$ cat config.mk
export PLATFORM = sky130hd
export DESIGN_NAME = fifo_wr_ctrl
export DESIGN_NICKNAME = d
export VERILOG_FILES = /design/src/rtl/fifo_wr_ctrl.sv
export SDC_FILE = /design/constraint.sdc
export NUM_CORES = 1
export LEC_CHECK = 0
export CORE_MARGIN = 2
export CORE_UTILIZATION = 40
export DETAILED_ROUTE_END_ITERATION = 8
export GPL_TIMING_DRIVEN = 0
export MAX_ROUTING_LAYER = met4
export PLACE_DENSITY = 0.79
export SLEW_MARGIN = 15
export SYNTH_ARGS = -nofsm -noshare
export SYNTH_HDL_FRONTEND = slang
export SYNTH_SLANG_ARGS = --single-unit
$ cat constraint.sdc
create_clock -name clk_wr -period 3.35 [get_ports clk_wr]
set_clock_uncertainty 0.2 [all_clocks]
set_input_delay 1.005 -clock clk_wr [delete_from_list [all_inputs] [get_ports clk_wr]]
set_output_delay 1.005 -clock clk_wr [all_outputs]
set_load 0.005 [all_outputs]
$ cat src/rtl/fifo_wr_ctrl.sv
// Write-side controller of the async FIFO (clk_wr domain): drives the tp_ram write port,
// owns the binary/Gray write pointer and derives full/almost_full/level/overflow.
module fifo_wr_ctrl #(
    parameter int DEPTH        = 16,
    parameter int DATA_WIDTH   = 8,
    parameter int ADDR_WIDTH   = 4,
    parameter int SYNC_STAGES  = 2,
    parameter int AFULL_THRESH = 14
) (
    input  logic                  clk_wr,
    input  logic                  rst_n,
    input  logic                  wr_en,
    input  logic [DATA_WIDTH-1:0] din,
    input  logic [ADDR_WIDTH:0]   rd_ptr_gray,
    output logic                  en_wr,
    output logic [ADDR_WIDTH-1:0] addr_wr,
    output logic [DATA_WIDTH-1:0] data_wr,
    output logic [ADDR_WIDTH:0]   wr_ptr_gray,
    output logic                  full,
    output logic                  almost_full,
    output logic [ADDR_WIDTH:0]   wr_count,
    output logic                  overflow
);

    localparam int AW = ADDR_WIDTH;
    localparam int PW = ADDR_WIDTH + 1;
    localparam logic [AW:0] AFULL_LVL = PW'(AFULL_THRESH);

    if (DEPTH != (1 << ADDR_WIDTH)) begin : g_bad_depth
        $error("fifo_wr_ctrl: DEPTH must equal 2**ADDR_WIDTH");
    end
    if (SYNC_STAGES < 2) begin : g_bad_sync
        $error("fifo_wr_ctrl: SYNC_STAGES must be at least 2");
    end
    if (AFULL_THRESH < 1 || AFULL_THRESH > DEPTH) begin : g_bad_afull
        $error("fifo_wr_ctrl: AFULL_THRESH must lie in 1..DEPTH");
    end

    logic [AW:0] wr_bin_q, wr_bin_d;
    logic [AW:0] wr_gray_q, wr_gray_d;
    logic [AW:0] sync_q [SYNC_STAGES];
    logic [AW:0] rq_gray, rq_bin;
    logic [AW:0] level_d, count_q;
    logic        full_q, full_d;
    logic        afull_q, afull_d;
    logic        ovf_q, ovf_d;
    logic        push;

    // Qualifying with rst_n guarantees no RAM write while reset is held.
    assign push = wr_en & ~full_q & ~rst_n;

    assign rq_gray = sync_q[SYNC_STAGES-1];

    always_comb begin
        rq_bin = '0;
        for (int i = 0; i <= AW; i++) begin
            rq_bin[i] = ^(rq_gray >> i);
        end
    end

    always_comb begin
        wr_bin_d  = wr_bin_q + {{AW{1'b0}}, push};
        wr_gray_d = wr_bin_d ^ (wr_bin_d >> 1);
        level_d   = wr_bin_d - rq_bin;
        // Full when the write pointer is exactly one lap ahead of the synced read pointer.
        full_d    = (wr_gray_d == {~rq_gray[AW:AW-1], rq_gray[AW-2:0]});
        afull_d   = (level_d >= AFULL_LVL);
        ovf_d     = wr_en & full_q;
    end

    always_ff @(posedge clk_wr or posedge rst_n) begin
        if (rst_n) begin
            wr_bin_q  <= '0;
            wr_gray_q <= '0;
            count_q   <= '0;
            full_q    <= 1'b0;
            afull_q   <= 1'b0;
            ovf_q     <= 1'b0;
            for (int i = 0; i < SYNC_STAGES; i++) begin
                sync_q[i] <= '0;
            end
        end else begin
            wr_bin_q  <= wr_bin_d;
            wr_gray_q <= wr_gray_d;
            count_q   <= level_d;
            full_q    <= full_d;
            afull_q   <= afull_d;
            ovf_q     <= ovf_d;
            sync_q[0] <= rd_ptr_gray;
            for (int i = 1; i < SYNC_STAGES; i++) begin
                sync_q[i] <= sync_q[i-1];
            end
        end
    end

    assign en_wr       = push;
    assign addr_wr     = wr_bin_q[AW-1:0];
    assign data_wr     = din;
    assign wr_ptr_gray = wr_gray_q;
    assign full        = full_q;
    assign almost_full = afull_q;
    assign wr_count    = count_q;
    assign overflow    = ovf_q;

endmodule

==> results.sh, run 1 <==
export IMPL_firstDrtPassIters=2
export IMPL_min_to="rq_gray[2]"
export IMPL_wl_per_cell_um=12.7
export IMPL_grt_overflow_total=0
export IMPL_period_share_pct=97.2
export IMPL_synthCells=97
export IMPL_required_ns=3.41
export IMPL_syn_cell_area_sq_mm=0.00125
export IMPL_drt_iter0_drc=1
export IMPL_cts_tree="yes"
export IMPL_ys_seq_elements=27
export IMPL_synth_top_cells_by_area="dfrtp_1, ha_1, xor2_1, xnor2_1, buf_4"
export IMPL_grtUsageMet2_pct=25.3
export IMPL_slew_limit_headroom_pct=34.9
export IMPL_core_sq_mm=0.00300
export IMPL_min_delay_path_class="reg -> reg"
export IMPL_postPlaceCellArea_sq_mm=0.00162
export IMPL_synth_warnings=0
export IMPL_ant_nets=0
export IMPL_fillers=248
export IMPL_finalInstanceArea_sq_mm=0.00171
export IMPL_r2r_slack_ns=0.57
export IMPL_path_max_fanout=6
export IMPL_synth_largest_area_cell="dfrtp_1"
export IMPL_cts_htree_levels=1
export IMPL_outcome="completed"
export IMPL_cp_end_kind="flip-flop"
export IMPL_io_pins=42
export IMPL_start_util_pct=41.7
export IMPL_grt_pass1_wl_um=3530
export IMPL_clock_latency_ns=0.32
export IMPL_cap_violations=0
export IMPL_synth_flop_cell="dfrtp_1"
export IMPL_postCtsHoldBufs=0
export IMPL_die_y_um=60.0
export IMPL_critPathArrivalTime_ns=3.32
export IMPL_maxSlewViolCount=0
export IMPL_grt_use_total_pct=14.2
export IMPL_ctsLongestPathBuffers=2
export IMPL_path_common_cell="ha_4"
export IMPL_drt_wl_total_um=2130
export IMPL_design_die_area_sq_mm=0.00359
export IMPL_worstHoldStart="sync_q[7]"
export IMPL_ys_async_sr_fraction_pct=100
export IMPL_vias=792
export IMPL_viasPerCell=4.71
export IMPL_grt_setup_unrepaired="no"
export IMPL_synth_cell_types=27
export IMPL_synth_net_count=120
export IMPL_nNetsFinal=159
export IMPL_max_stage_delay_ns=0.50
export IMPL_use_met3_pct=1.30
export IMPL_hold_viol=0
export IMPL_path_clk_slew_ns=0.14
export IMPL_synth_edff_count=0
export IMPL_regToRegEndpoint="almost_full"
export IMPL_power_total_w=0.00142
export IMPL_ir_worst_vdd_mv=0.336
export IMPL_dieWidth_um=60.0
export IMPL_yosysMostFrequentCell="dfrtp_1"
export IMPL_r2r_start="rq_gray[4]"
export IMPL_gp_congestion=0.753
export IMPL_gr_usage_met1_pct=15.4
export IMPL_syn2layout_area_growth_pct=36.5
export IMPL_setup_viol=0
export IMPL_drive_gt1_share_pct=16.3
export IMPL_port_buffers=33
export IMPL_synth_top_cell_area_share_pct=53.9
export IMPL_crit_path_start_kind="input port"
export IMPL_top_usage_layer="met2"
export IMPL_worst_slew_pin_slew_ns=0.975
export IMPL_syn_avg_cell_area_sq_um=12.9
export IMPL_num_rows=20
export IMPL_cts_root_buf="clkbuf_4"
export IMPL_worstPathCellList="clkdlybuf4s50_1 > nor3b_4 > ha_4 > ha_4 > xor3_1 > or3_1 > a211o_1 > a21oi_2"
export IMPL_critPathSlowestCell="clkdlybuf4s50_1"
export IMPL_antenna_cells=0
export IMPL_yosysSeqAreaShare_pct=53.9
export IMPL_worstSetupPathType="in -> reg"
export IMPL_numCtsBuffers=3
export IMPL_worstHoldPathCells=0
export IMPL_cts_sinks=27
export IMPL_hpwlAfterDp_um=1630
export IMPL_power_density_mw_per_mm2=832
export IMPL_power_leakage_nw=0.786
export IMPL_totalNegativeSetupSlack_ns=0
export IMPL_grt_max_degree=28
export IMPL_grt_pass1_vias=798
export IMPL_drc=0
export IMPL_min_period_ns=3.26
export IMPL_netlist_top_cells_count="dfrtp_1, buf_4, inv_1, xor2_1, xnor2_1"
export IMPL_fmax_mhz=307
export IMPL_antenna_found_initial=0
export IMPL_rr_worst_depth=10
## registers in the layout (all words and copies together) (netlist names)
| signal | cells |
|---|---|
| wr_count | 5 |
| almost_full | 1 |
| sync_q | 5 |
| wr_bin_q | 5 |
| rq_gray | 5 |
| wr_ptr_gray | 4 |
| overflow | 1 |
| full | 1 |
## placed cells by master, fill, tap and decap left out
| cell | count |
|---|---|
| o21a_1 | 1 |
| ha_4 | 2 |
| nand2_1 | 2 |
| nand3_1 | 3 |
| nor2_1 | 2 |
| a31oi_1 | 1 |
| xor3_1 | 1 |
| a21o_1 | 1 |
| xnor2_2 | 1 |
| fa_1 | 1 |
| o311ai_1 | 1 |
| xnor2_1 | 6 |
| and3_2 | 1 |
| dlygate4sd2_1 | 1 |
| o21ai_1 | 1 |
| o21ai_0 | 2 |
| a21oi_2 | 1 |
| nor3b_4 | 1 |
| dfrtp_1 | 27 |
| buf_4 | 9 |
| nor3b_1 | 1 |
| and2_1 | 1 |
| and4b_2 | 1 |
| xnor3_1 | 2 |
| clkdlybuf4s50_1 | 32 |
| xor2_2 | 1 |
| nor2b_1 | 2 |
| clkinv_2 | 1 |
| clkbuf_4 | 3 |
| ha_1 | 4 |
| buf_6 | 1 |
| a21boi_0 | 3 |
| inv_1 | 8 |
| a211o_1 | 1 |
| xor2_1 | 7 |
| or3_1 | 2 |
## cell type report
| type | count | area [sq um] | area share, % |
|---|---|---|---|
| Buffer | 9 | 71.3 | 4.17 |
| Clock buffer | 3 | 22.5 | 1.32 |
| Clock inverter | 1 | 5.00 | 0.293 |
| Timing Repair Buffer | 34 | 337 | 19.7 |
| Inverter | 8 | 30.0 | 1.76 |
| Tap cell | 33 | 41.3 | 2.42 |
| Sequential cell | 27 | 676 | 39.5 |
| Multi-Input combinational cell | 53 | 527 | 30.8 |
## stage by stage
stage                     cells  hold WS [ns]  setup WS [ns]  utilization (%)
after global placement      163         0.131         -0.572             54.1
final                       168         0.164         0.0943             56.9
after floorplan              97         0.131         0.0814                -
after global routing        168         0.179        0.00935             56.9
after CTS                   167         0.168        0.00976             56.1
after detailed placement    163         0.135         -0.667             54.1
## timing repair
action / 4_1_cts / 5_1_grt
resized for setup: 7 / 4
pin swaps: 0 / 1
setup buffers: 0 / 1
endpoints found under the setup margin: 5 / 2
## routing by layer
metal / vias up / routed length (um)
li1: 388 / -
met5: - / 0
met3: 4 / 74
met1: 372 / 844
met2: 28 / 1170
met4: 0 / 45
## power breakdown
group	switching (W)	internal, W
combinational	0.000323	0.000461
sequential	0.0000659	0.000435
clock	0.0000927	0.0000447
total	0.000481	0.000940
## kinds of logic after synthesis
logic type / Yosys count / share of synthesized area, %
simple gates: 16 / 7.59
fa+ha+maj: 7 / 7.59
xor+xnor: 18 / 16.0
compound gates: 12 / 6.79
flops: 27 / 53.9
buf+inv: 17 / 8.09
## worst max path at each step
stage                     cells after the start  slack, ns   from           to
after global routing                          8      0.009  wr_en         full
after CTS                                     8       0.01  wr_en         full
final                                         8       0.09  wr_en         full
after global placement                       10      -0.57  wr_en  almost_full
after floorplan                               9       0.08  rst_n  almost_full
after detailed placement                     10      -0.67  wr_en  almost_full
## worst max-delay path: cells and delay by family
kind | cells | cell delay [ns]
simple gates | 2 | 0.61
compound gates | 2 | 0.42
fa+ha+maj | 2 | 0.34
xor+xnor | 1 | 0.43
buf+inv | 1 | 0.50
No activity file was read; power rests on OpenSTA's default activity.
==> run 2, diff against run 1 <==
Settings changed: ABC_AREA set to 1, CORE_UTILIZATION 40 to 28, PLACE_DENSITY 0.79 to 0.6.
Clock period 3.35 ns to 3.2 ns, I/O delays scaled along.
==> results.sh, run 2 <==
export IMPL_outcome="completed"
export IMPL_gp_congestion=0.868
export IMPL_final_common_cell="nand2_1"
export IMPL_antenna_found_initial=0
export IMPL_drc=0
export IMPL_synth_warnings=0
export IMPL_synth_largest_area_cell="dfrtp_1"
export IMPL_power_leakage_nw=0.861
export IMPL_hold_viol=0
export IMPL_synth_cell_types=18
export IMPL_syn_cell_area_sq_mm=0.00126
export IMPL_power_total_w=0.00155
export IMPL_path_common_cell="nand2_1"
export IMPL_path_max_fanout=4
export IMPL_grt_overflow_total=0
export IMPL_yosysSeqAreaShare_pct=53.4
export IMPL_yosysMostFrequentCell="nand2_1"
export IMPL_grt_max_degree=15
export IMPL_ant_nets=0
export IMPL_final_cell_mix="nand2_1, clkdlybuf4s50_1, dfrtp_1"
export IMPL_ctsLongestPathBuffers=2
export IMPL_hpwlAfterDp_um=1880
export IMPL_cts_root_buf="clkbuf_8"
export IMPL_syn2layout_area_growth_pct=41.0
export IMPL_cts_htree_levels=1
export IMPL_cts_tree="yes"
export IMPL_critPathTopFamily="adder cells"
export IMPL_firstDrtPassIters=4
export IMPL_antenna_cells=0
export IMPL_critPathSlowestCell="clkdlybuf4s50_1"
export IMPL_start_util_pct=29.1
export IMPL_fmax_mhz=327
export IMPL_path_buf_inv=2
export IMPL_min_delay_path_class="reg -> reg"
export IMPL_maxSlewViolCount=0
export IMPL_numCtsBuffers=3
export IMPL_synth_flop_cell="dfrtp_1"
export IMPL_drt_iter0_drc=19
export IMPL_die_y_um=71.2
export IMPL_grt_pass1_vias=969
export IMPL_ys_async_sr_fraction_pct=100
export IMPL_cap_violations=0
export IMPL_path_clk_slew_ns=0.08
export IMPL_cts_sinks=27
export IMPL_slew_limit_headroom_pct=57.4
export IMPL_grt_pass1_wl_um=4290
export IMPL_vias=970
export IMPL_max_stage_delay_ns=0.47
export IMPL_critPathArrivalTime_ns=3.06
export IMPL_finalInstanceArea_sq_mm=0.00178
export IMPL_totalNegativeSetupSlack_ns=0
export IMPL_min_period_ns=3.06
export IMPL_nNetsFinal=197
export IMPL_net_switching_power_w=0.000560
export IMPL_worstSetupPathType="in -> reg"
export IMPL_fillers=427
export IMPL_dieWidth_um=71.2
export IMPL_setup_viol=0
export IMPL_worst_slew_pin_slew_ns=0.636
export IMPL_required_ns=3.21
export IMPL_power_frac_clock_pct=12.2
export IMPL_syn_avg_cell_area_sq_um=9.58
export IMPL_ys_seq_elements=27
export IMPL_crit_path_start_kind="input port"
export IMPL_viasPerCell=4.31
export IMPL_power_frac_comb_pct=54.0
export IMPL_p_int_w=0.000988
export IMPL_port_buffers=33
export IMPL_period_share_pct=95.5
export IMPL_cp_end_kind="flip-flop"
export IMPL_core_sq_mm=0.00435
export IMPL_drt_wl_total_um=2500
export IMPL_synthCells=132
export IMPL_synth_edff_count=0
export IMPL_worstPathCellList="clkdlybuf4s50_1 > nand2_1 > nor2_2 > ha_4 > ha_4 > nand2_1 > nand2_2 > inv_2 > ha_4 > nand2_1 > o21ai_1 > xor2_1 > nand2_1 > nand3_1"
export IMPL_power_density_mw_per_mm2=868
export IMPL_synth_top_cell_area_share_pct=53.4
export IMPL_postCtsHoldBufs=0
export IMPL_netlist_top_cells_count="nand2_1, dfrtp_1, inv_1, nand3_1, buf_4"
export IMPL_drive_gt1_share_pct=17.3
export IMPL_sw_frac_of_total_pct=36.2
export IMPL_wl_per_cell_um=11.1
export IMPL_clock_latency_ns=0.27
export IMPL_ir_worst_vdd_mv=0.384
export IMPL_postPlaceCellArea_sq_mm=0.00171
export IMPL_num_rows=24
export IMPL_design_die_area_sq_mm=0.00507
export IMPL_seq_power_share_pct=33.8
export IMPL_synth_net_count=155
export IMPL_grt_use_total_pct=10.9
export IMPL_io_pins=42
export IMPL_fin_util_pct=41.0
export IMPL_synth_top_cells_by_area="dfrtp_1, nand2_1, ha_1, nand3_1, inv_1"
run 2: routing by layer:
| layer | GRT usage (%) | vias up | share of wire, % |
|---|---|---|---|
| met2 | 18.8 | 28 | 51 |
| met4 | 3.14 | 0 | 1.4 |
| met5 | - | - | 0 |
| li1 | - | 486 | - |
| met3 | 1.97 | 5 | 5.3 |
| met1 | 13.0 | 451 | 43 |
run 2: what timing repair did:
| action | 4_1_cts | 5_1_grt |
|---|---|---|
| gates resized for setup | 2 | 0 |
| buffers inserted | 1 | 2 |
| pin swaps | 0 | 3 |
| cloned | 1 | 0 |
| setup endpoints to repair | 8 | 1 |
run 2: final timing paths:
path                             from  slack [ns]              to  depth (start not counted)
min reg2reg                 sync_q[5]        0.16      rq_gray[0]                          0
max                             wr_en        0.14     almost_full                         14
max reg2reg                rq_gray[4]        0.60     almost_full                         12
max in group asynchronous       rst_n        1.72     almost_full                          2
min                         sync_q[5]        0.16      rq_gray[0]                          0
min in group asynchronous       rst_n        0.72  wr_ptr_gray[3]                          3
run 2: metrics by stage:
stage,instances,hold WS (ns),setup WS [ns]
floorplan,132,0.131,-0.0474
CTS,223,0.162,0.0951
finish,225,0.159,0.144
detailed placement,217,0.141,-0.929
global placement,217,0.134,-0.859
global route,225,0.173,-0.00391
run 2: final cells by class:
| cell class | instances | area (sq um) | share of cell area, % |
|---|---|---|---|
| sequential | 27 | 676 | 37.9 |
| buffer | 8 | 60.1 | 3.37 |
| clock buffer | 4 | 45.0 | 2.52 |
| tap | 52 | 65.1 | 3.65 |
| timing repair inverter | 1 | 5.00 | 0.281 |
| inverter | 19 | 75.1 | 4.21 |
| multi-input combinational | 78 | 508 | 28.5 |
| timing repair buffer | 36 | 350 | 19.6 |
run 2: cell families (layout without fill, tap and decap cells):
group	count (synthesis)	after routing	share of synthesized area, %
DFF	27	27	53.4
adders and majority gates	7	7	7.52
buffers and inverters	27	68	10.4
AOI/OAI and AO/OA	3	3	1.19
and+or+nand+nor	61	61	20.9
xor gates and xnor gates	7	7	6.63
run 2: power groups by stage:
stage | Clock, W | Combinational (W) | Sequential, W
finish | 0.000189 | 0.000836 | 0.000523
global route | 0.000212 | 0.000950 | 0.000541
CTS | 0.000195 | 0.000815 | 0.000526
detailed placement | 0 | 0.000809 | 0.000531
global placement | 0 | 0.000798 | 0.000528
floorplan | 0 | 0.000475 | 0.000535
run 2: worst reg2reg max path, cell delays in order, from the launching register on:
cell and delay (ns):
dfrtp_1 0.42, xnor2_2 0.24, xor2_2 0.33, xor2_1 0.18, inv_1 0.06, ha_2 0.20, fa_2 0.40, inv_1 0.06
nand2_1 0.05, nand2_1 0.05, a21oi_1 0.06, or2_1 0.22, nand3_1 0.07
==> run 3, diff against run 2 <==
Settings changed: CORE_UTILIZATION 28 to 35, PLACE_DENSITY 0.6 to 0.71.
==> results.sh, run 3 (synthesis gave the netlist of run 2 again) <==
export IMPL_outcome="completed"
export IMPL_critPathSlowestCell="clkdlybuf4s50_1"
export IMPL_grt_overflow_total=0
export IMPL_maxSlewViolCount=0
export IMPL_worstSetupPathType="in -> out"
export IMPL_drc=0
export IMPL_multiInputGateArea_sq_um=515
export IMPL_numCtsBuffers=3
export IMPL_wl_met3_um=121
export IMPL_path_max_fanout=2
export IMPL_nNetsFinal=197
export IMPL_finalInstanceArea_sq_mm=0.00177
export IMPL_cts_sinks=27
export IMPL_gp_congestion=0.841
export IMPL_wl_per_cell_um=11.6
export IMPL_period_share_pct=97.8
export IMPL_ant_nets=0
export IMPL_fillers=312
export IMPL_drt_wl_total_um=2530
export IMPL_viasPerCell=4.48
export IMPL_crit_path_start_kind="input port"
export IMPL_fmax_mhz=319
export IMPL_cts_root_buf="clkbuf_4"
export IMPL_cp_end_kind="primary output"
export IMPL_critPathArrivalTime_ns=1.97
export IMPL_dieWidth_um=64.1
export IMPL_grt_pass1_vias=1027
export IMPL_worstHoldStart="sync_q[7]"
export IMPL_required_ns=2.04
export IMPL_wl_met2_um=1390
export IMPL_hpwlAfterDp_um=1990
export IMPL_core_sq_mm=0.00342
export IMPL_grt_setup_unrepaired="no"
export IMPL_grt_pass1_wl_um=4370
export IMPL_die_y_um=64.1
export IMPL_power_leakage_nw=0.855
export IMPL_start_util_pct=37.0
export IMPL_num_rows=21
export IMPL_cts_htree_levels=1
export IMPL_highest_layer="met4"
export IMPL_final_common_cell="nand2_1"
export IMPL_path_clk_slew_ns=0.15
export IMPL_slew_limit_headroom_pct=56.5
export IMPL_grt_max_degree=16
export IMPL_vias=982
export IMPL_firstDrtPassIters=5
export IMPL_postPlaceCellArea_sq_mm=0.00171
export IMPL_io_pins=42
export IMPL_fin_ws_ns=0.0699
export IMPL_clock_latency_ns=0.31
export IMPL_drt_met1_wl_um=1000
export IMPL_regArea_sq_um=676
export IMPL_antenna_cells=0
export IMPL_pre_cts_ws_ns=-0.934
export IMPL_port_buffers=33
export IMPL_design_die_area_sq_mm=0.00411
export IMPL_min_period_ns=3.13
export IMPL_grt_use_total_pct=13.8
export IMPL_hold_viol=0
export IMPL_final_cell_mix="nand2_1, clkdlybuf4s50_1, dfrtp_1"
export IMPL_setup_viol=0
export IMPL_ir_worst_vdd_mv=0.406
export IMPL_syn2layout_area_growth_pct=39.8
export IMPL_worst_slew_pin_slew_ns=0.648
export IMPL_r2r_start="rq_gray[4]"
export IMPL_antenna_found_initial=0
export IMPL_drt_iter0_drc=22
export IMPL_min_delay_path_class="reg -> reg"
export IMPL_cts_tree="yes"
export IMPL_cap_violations=0
export IMPL_power_total_w=0.00150
export IMPL_power_density_mw_per_mm2=847
export IMPL_drive_gt1_share_pct=18.5
export IMPL_worstPathCellList="clkdlybuf4s15_1 > clkinvlp_4 > nand2_2 > nor2_4 > clkdlybuf4s50_1"
export IMPL_worstSetupStartpoint="rst_n"
export IMPL_ctsLongestPathBuffers=2
export IMPL_max_stage_delay_ns=0.50
## run 3: changes by cell type in the layout (fill, tap and decap cells not counted)
cell             previous run  this run
nor2_2                      1         0
nor2_4                      0         1
clkdlybuf4s15_1             0         1
nand2_1                    35        34
clkbuf_8                    3         0
clkbuf_4                    0         3
dlygate4sd2_1               2         1
nand2_2                     2         3
clkbuf_1                    1         0
clkinv_2                    0         1
## run 3: through the flow
step / hold slack, ns / util (%) / cells / setup TNS (ns)
4_1_cts: 0.167 / 51.5 / 218 / 0
6_report: 0.167 / 51.8 / 219 / 0
2_1_floorplan: 0.131 / - / 132 / -0.0809
5_1_grt: 0.170 / 51.8 / 219 / 0
3_3_place_gp: 0.133 / 50.0 / 211 / -5.52
3_5_place_dp: 0.135 / 50.0 / 211 / -6.67
## run 3: path summary, 6_finish.rpt
path	cells after the start	slack, ns	end
max	5	0.07	en_wr
min	0	0.17	rq_gray[2]
max reg2reg	12	0.56	almost_full
min reg2reg	0	0.17	rq_gray[2]
max in group asynchronous	2	1.80	rq_gray[1]
min in group asynchronous	3	0.63	wr_ptr_gray[0]
## run 3: layout make-up
type                    count  area share [%]
clock inverters             1           0.283
repair buffers             36            19.9
inverters                  19            4.25
plain buffers               8            3.40
multi-input cells          78            29.2
flip-flops and latches     27            38.2
well taps                  46            3.26
repair inverters            1           0.283
clock buffers               3            1.27
## run 3: layer usage
layer  vias up  track usage [%]
met2        30             26.8
met1       466             13.9
met5         -                -
met3         2             2.46
li1        484                -
met4         0             3.99
## run 3: power breakdown
part	internal [W]	switching [W]	total [W]
logic	0.000441	0.000392	0.000833
clock network	0.0000466	0.0000962	0.000143
registers	0.000453	0.0000681	0.000521
## run 3: critical path: cells and delay by family
kind | cells | cell delay [ns]
buf+inv | 3 | 0.86
simple gates | 2 | 0.15
## run 3: timing repair
action,CTS,global route
gates cloned,1,0
setup buffers,2,1
endpoints found under the setup margin,7,2
hold buffers,0,0
pin swaps,1,1
gates resized for setup,4,1
==> patch 1, RTL diff (settings of run 3) <==
Change the parameter `SYNC_STAGES` from 2 to 4.
--- a/src/rtl/fifo_wr_ctrl.sv
+++ b/src/rtl/fifo_wr_ctrl.sv
@@ -5,5 +5,5 @@
     parameter int DATA_WIDTH   = 8,
     parameter int ADDR_WIDTH   = 4,
-    parameter int SYNC_STAGES  = 2,
+    parameter int SYNC_STAGES  = 4,
     parameter int AFULL_THRESH = 14
 ) (
Formal check against the unedited RTL: not equivalent (a bounded check fails within 4 cycles, from zero or initial values and one cycle with rst_n high).
==> patch 1 against run 3 <==
Global-route usage decreased by 2.1 points; largest cell class unchanged; sequential cell count up 10; critical path type unchanged; setup slack better by 130 ps; count of clock-buffer cells in the layout increased by 2; power rose by 19%; final area is 21% higher; wire length increased by 0.67%; area after synthesis up 23%.
==> patch 1: results (changes against run 3) <==
Status
  • Status: finished, final reports clean (unchanged)

Clocking
  • Root buf cell: clkbuf_8 (was clkbuf_4)
  • Htree depth: 2 (was 1)
  • CTS buffer count: 5 (was 3)
  • Worst-path clk slew: 80 ps (was 150 ps)
  • Worst-Skew Late Latency: 290 ps (was 310 ps)
  • Clock Path Buffers: 2 (unchanged)

Layout
  • Layout cells sized above 1: 24.9% (was 18.5%)
  • Fillers: 415 (was 312)
  • Nets: 211 (was 197)

Power
  • LEAKAGE: 1.01 nW (was 0.855 nW)
  • Worst vdd ir: 297 uV (was 406 uV)
  • Internal: 0.00117 W (was 0.000941 W)

Global route
  • Met2 usage: 18.6% (was 26.8%)
  • Grt met3 use: 3.85% (was 2.46%)
  • Met1 usage: 14.3% (was 13.9%)
  • Largest net degree at the start of global routing: 20 (was 16)
  • First-pass GRT wire length: 4420 um (was 4370 um)
  • GRT Overall Usage: 11.6% (was 13.8%)
  • Vias in the first global route: 1015 (was 1027)

Critical path
  • Setup crit start: wr_en (was rst_n)
  • Reg2Reg Depth: 12 (unchanged)
  • CP arrival: 1840 ps (was 1970 ps)
  • Worst Path Max Fanout: 2 (unchanged)
  • Reg-to-reg slack, setup: 690 ps (was 560 ps)
  • R2r endpoint: almost_full (unchanged)
  • R2r startpoint: rq_gray[4] (unchanged)

Drt
  • Avg WL per Cell: 10.6 um (was 11.6 um)
  • Met2 WL: 1290 um (was 1390 um)
  • Vias/cell: 4.39 (was 4.48)
  • Highest metal used: met3 (was met4)
  • Detailed-router iteration count before antenna repair: 4 (was 5)
  • WL met3: 159 um (was 121 um)
  • Final WL: 2550 um (was 2530 um)
  • Metal-1 WL: 1100 um (was 1000 um)

Placement
  • Placed insts: 229 (was 211)
  • Detail Placement HPWL: 1860 um (was 1990 um)
  • DP Area: 2020 um^2 (was 1710 um^2)
  • Pre-CTS setup slack: -1080 ps (was -934 ps)
  • GPL Wtd Cong: 0.824 (was 0.841)

Synthesis
  • Synth top cells by count: nand2_1 (38), dfrtp_1 (37), inv_1 (18) (was nand2_1 (37), dfrtp_1 (27), inv_1 (18))
  • Cell variety after synth: 22 (was 18)
  • Top cells by area, synth: dfrtp_1 (59%), nand2_1 (9.2%), ha_1 (4.8%) (was dfrtp_1 (53%), nand2_1 (11%), ha_1 (5.9%))
  • Seq/Total Area, Yosys: 59.4% (was 53.4%)
  • Syn nets: 167 (was 155)
  • Syn_area_per_cell: 10.8 um^2 (was 9.58 um^2)

Timing
  • WHS: 144 ps (was 167 ps)
  • Max_slew headroom: 43.6% (was 56.5%)
  • Post-route clock period utilization: 93.7% (was 97.8%)

Worst hold path
  • Min-delay src: sync_q[10] (was sync_q[7])
  • Hold Path Sink: sync_q[5] (was rq_gray[2])
[patch 1: changes by cell type after synthesis, sizes merged]
| cell | before | now |
|---|---|---|
| a21oi | 2 | 1 |
| a211oi | 0 | 1 |
| nand3b | 2 | 1 |
| inv | 19 | 18 |
| nand2 | 37 | 43 |
| xor2 | 5 | 6 |
| dfrtp | 27 | 37 |
| xnor2 | 2 | 1 |
| and2 | 0 | 1 |
| buf | 8 | 9 |
| nand3 | 14 | 10 |
[patch 1: cell type report]
| class | instances | area, um^2 | share of cell area [%] |
|---|---|---|---|
| well taps | 52 | 65.1 | 3.03 |
| clock inverters | 3 | 25.0 | 1.17 |
| plain buffers | 9 | 71.3 | 3.32 |
| multi-input cells | 80 | 567 | 26.4 |
| inverters | 18 | 71.3 | 3.32 |
| flip-flops and latches | 37 | 926 | 43.1 |
| repair inverters | 1 | 5.00 | 0.233 |
| clock buffers | 5 | 68.8 | 3.21 |
| repair buffers | 36 | 347 | 16.2 |
[patch 1: logic make-up after synthesis]
family / synth area share (%)
xor+xnor: 5.62
flops: 59.4
fa+ha+maj: 6.10
compound gates: 1.12
simple gates: 18.8
buf+inv: 8.92
[patch 1: power groups by stage]
stage / sequential [W] / combinational [W] / clock [W]
finish: 0.000642 / 0.000821 / 0.000323
global route: 0.000659 / 0.000924 / 0.000361
CTS: 0.000644 / 0.000842 / 0.000338
detailed placement: 0.000652 / 0.000834 / 0
global placement: 0.000648 / 0.000813 / 0
floorplan: 0.000659 / 0.000503 / 0
[patch 1: repair_timing]
item,CTS,global route
resized for setup,5,1
pin swaps,1,0
endpoints found under the setup margin,11,2
gates cloned,1,0
buffers inserted,2,1
[patch 1: worst max-delay path: stages]
cell and delay [ps]:
dlygate4sd2_1 230, nand2_2 70, nor2_4 80, clkdlybuf4s50_1 490
==> patch 2, RTL diff (config.mk and constraints of run 3) <==
Without the edit above. Make the reset (`rst_n`) synchronous in one clocked block. Comments in the files are not updated.
--- a/src/rtl/fifo_wr_ctrl.sv
+++ b/src/rtl/fifo_wr_ctrl.sv
@@ -69,5 +69,5 @@
     end
 
-    always_ff @(posedge clk_wr or posedge rst_n) begin
+    always_ff @(posedge clk_wr) begin
         if (rst_n) begin
             wr_bin_q  <= '0;
Check against the original RTL: differs if rst_n is asserted again (counterexample within 4 cycles, from zero or initial values and one cycle with rst_n high); with rst_n held inactive, the same outputs for 10 cycles.
==> patch 2 against run 3 <==
Wire length shrank 4.1%; die area barely moved; sequential cell count unchanged; final area down 1.8%; area after synthesis hardly changed; setup slack better by 38 ps; critical endpoint unchanged.
Power is not compared: it rests on default switching activity, and its combinational part moved more than twofold at a synthesized area within 25%.
==> patch 2: results (changes against run 3) <==
Synthesis
  • Syn Inst Count: 168 (was 132)
  • Syn nets: 191 (was 155)
  • Synth Flop Type: dfxtp_1 (was dfrtp_1)
  • Top cells by area, synth: dfxtp_1 (43%), nand2_1 (13%), nor2_1 (8.3%) (was dfrtp_1 (53%), nand2_1 (11%), ha_1 (5.9%))
  • YS warnings: 0 (unchanged)
  • Cell variety after synth: 21 (was 18)
  • Synth top cells by count: nand2_1 (44), nor2_1 (28), dfxtp_1 (27) (was nand2_1 (37), dfrtp_1 (27), inv_1 (18))
  • Seq/Total Area, Yosys: 42.7% (was 53.4%)
  • FFs w/ async S/R, synth: 0% (was 100%)

Clocking
  • CTS buffer count: 3 (unchanged)
  • Htree depth: 1 (unchanged)
  • Clock Path Buffers: 2 (unchanged)
  • Worst-Skew Late Latency: 320 ps
  • Worst-path clk slew: 130 ps (was 150 ps)
  • Number of setup buffers added after CTS: 0 (was 2)
  • Root buf cell: clkbuf_4 (unchanged)

Worst hold path
  • Hold crit path type: register to register (unchanged)
  • Hold depth: 2 (was 0)

Global route
  • First-pass GRT wire length: 4000 um (was 4370 um)
  • GRT Overall Usage: 12.7% (was 13.8%)
  • Vias in the first global route: 898 (was 1027)
  • Largest net degree at the start of global routing: 16 (unchanged)
  • Initial antenna violation count: 0 (unchanged)

Placement
  • Port bufs: 32 (was 33)
  • Detail Placement HPWL: 1830 um (was 1990 um)
  • GPL Wtd Cong: 0.846 (was 0.841)
  • Placed insts: 246 (was 211)

Power
  • Worst vdd ir: 250 uV
  • LEAKAGE: 0.767 nW
  • Internal: 0.000508 W

Layout
  • Number of diodes: 0 (unchanged)
  • Nets: 228 (was 197)
  • Layout cells sized above 1: 13.2% (was 18.5%)
  • Max FFs per register: 10
  • Most flop-heavy register: sync_q

Drt
  • Detailed-router iteration count before antenna repair: 4 (was 5)
  • Iteration-0 DRC Markers: 53 (was 22)
  • Via count: 1093 (was 982)
  • Vias/cell: 4.37 (was 4.48)
  • Final WL: 2430 um (was 2530 um)

Status
  • Status: finished, final reports clean (unchanged)

Critical path
  • Worst Path Max Fanout: 2 (unchanged)
  • CP arrival: 1930 ps (was 1970 ps)
  • Reg2Reg Depth: 10 (was 12)

Timing
  • Measured slew at the worst slew-check pin: 497 ps (was 648 ps)
patch 2: path summary, 6_finish.rpt:
check | start | end | slack, ps
setup reg to reg | sync_q[0][9] | almost_full | 690
hold reg to reg | sync_q[0][2] | sync_q[0][7] | 210
setup / recovery | wr_en | en_wr | 110
hold / removal | sync_q[0][2] | sync_q[0][7] | 210
patch 2: cell families (layout without fill, tap and decap cells):
kind of cell    after synthesis  after routing  synth area share (%)
fa+ha+maj                     7              7                  7.51
xor+xnor                      7              7                  6.62
simple gates                 86             86                  27.7
compound gates                7              7                  2.96
buf+inv                      34             70                  12.5
flops                        27             27                  42.7
patch 2: repair_timing:
item	4_1_cts	5_1_grt
hold endpoints to repair	0	0
pin swaps	0	3
resized for setup	3	10
setup endpoints to repair	4	3
cloned	0	0
patch 2: per-stage QoR:
| step | util (%) | instance area, um^2 | setup slack [ps] | hold slack, ps | power, W |
|---|---|---|---|---|---|
| final | 50.8 | 1740 | 108 | 209 | 0.000689 |
| after global routing | 50.8 | 1740 | -4.58 | 221 | 0.000735 |
| after CTS | 49.6 | 1690 | 15.1 | 212 | 0.000688 |
| after detailed placement | 48.3 | 1650 | -409 | 193 | 0.000542 |
| after global placement | 48.3 | 1650 | -384 | 190 | 0.000538 |
| after floorplan | - | 1270 | 4.34 | 188 | 0.000469 |
patch 2: critical path, stage by stage:
cell	delay [ps]
clkdlybuf4s50_1	490
nand2_1	70
nor2_2	150
dlygate4sd2_1	270
patch 2: layout make-up:
| type | count | area [um^2] |
|---|---|---|
| Buffer | 12 | 77.6 |
| Clock buffer | 3 | 22.5 |
| Clock inverter | 1 | 5.00 |
| Fill cell | 337 | 1680 |
| Inverter | 22 | 82.6 |
| Multi-Input combinational cell | 107 | 632 |
| Sequential cell | 27 | 541 |
| Tap cell | 46 | 57.6 |
| Timing Repair Buffer | 32 | 319 |
patch 2: layer usage:
layer / vias to the layer above / part of all wire, % / global-route usage, %
li1: 577 / - / -
met5: - / 0 / -
met1: 467 / 47 / 16.6
met2: 42 / 43 / 18.9
met4: 0 / 1.4 / 2.93
met3: 7 / 7.9 / 4.75
patch 2: power groups by stage:
stage / combinational [W] / clock (W) / sequential (W)
2_1_floorplan: 0.0000882 / 0 / 0.000381
3_3_place_gp: 0.000160 / 0 / 0.000377
3_5_place_dp: 0.000164 / 0 / 0.000378
4_1_cts: 0.000167 / 0.000150 / 0.000370
5_1_grt: 0.000196 / 0.000166 / 0.000374
6_report: 0.000176 / 0.000142 / 0.000371
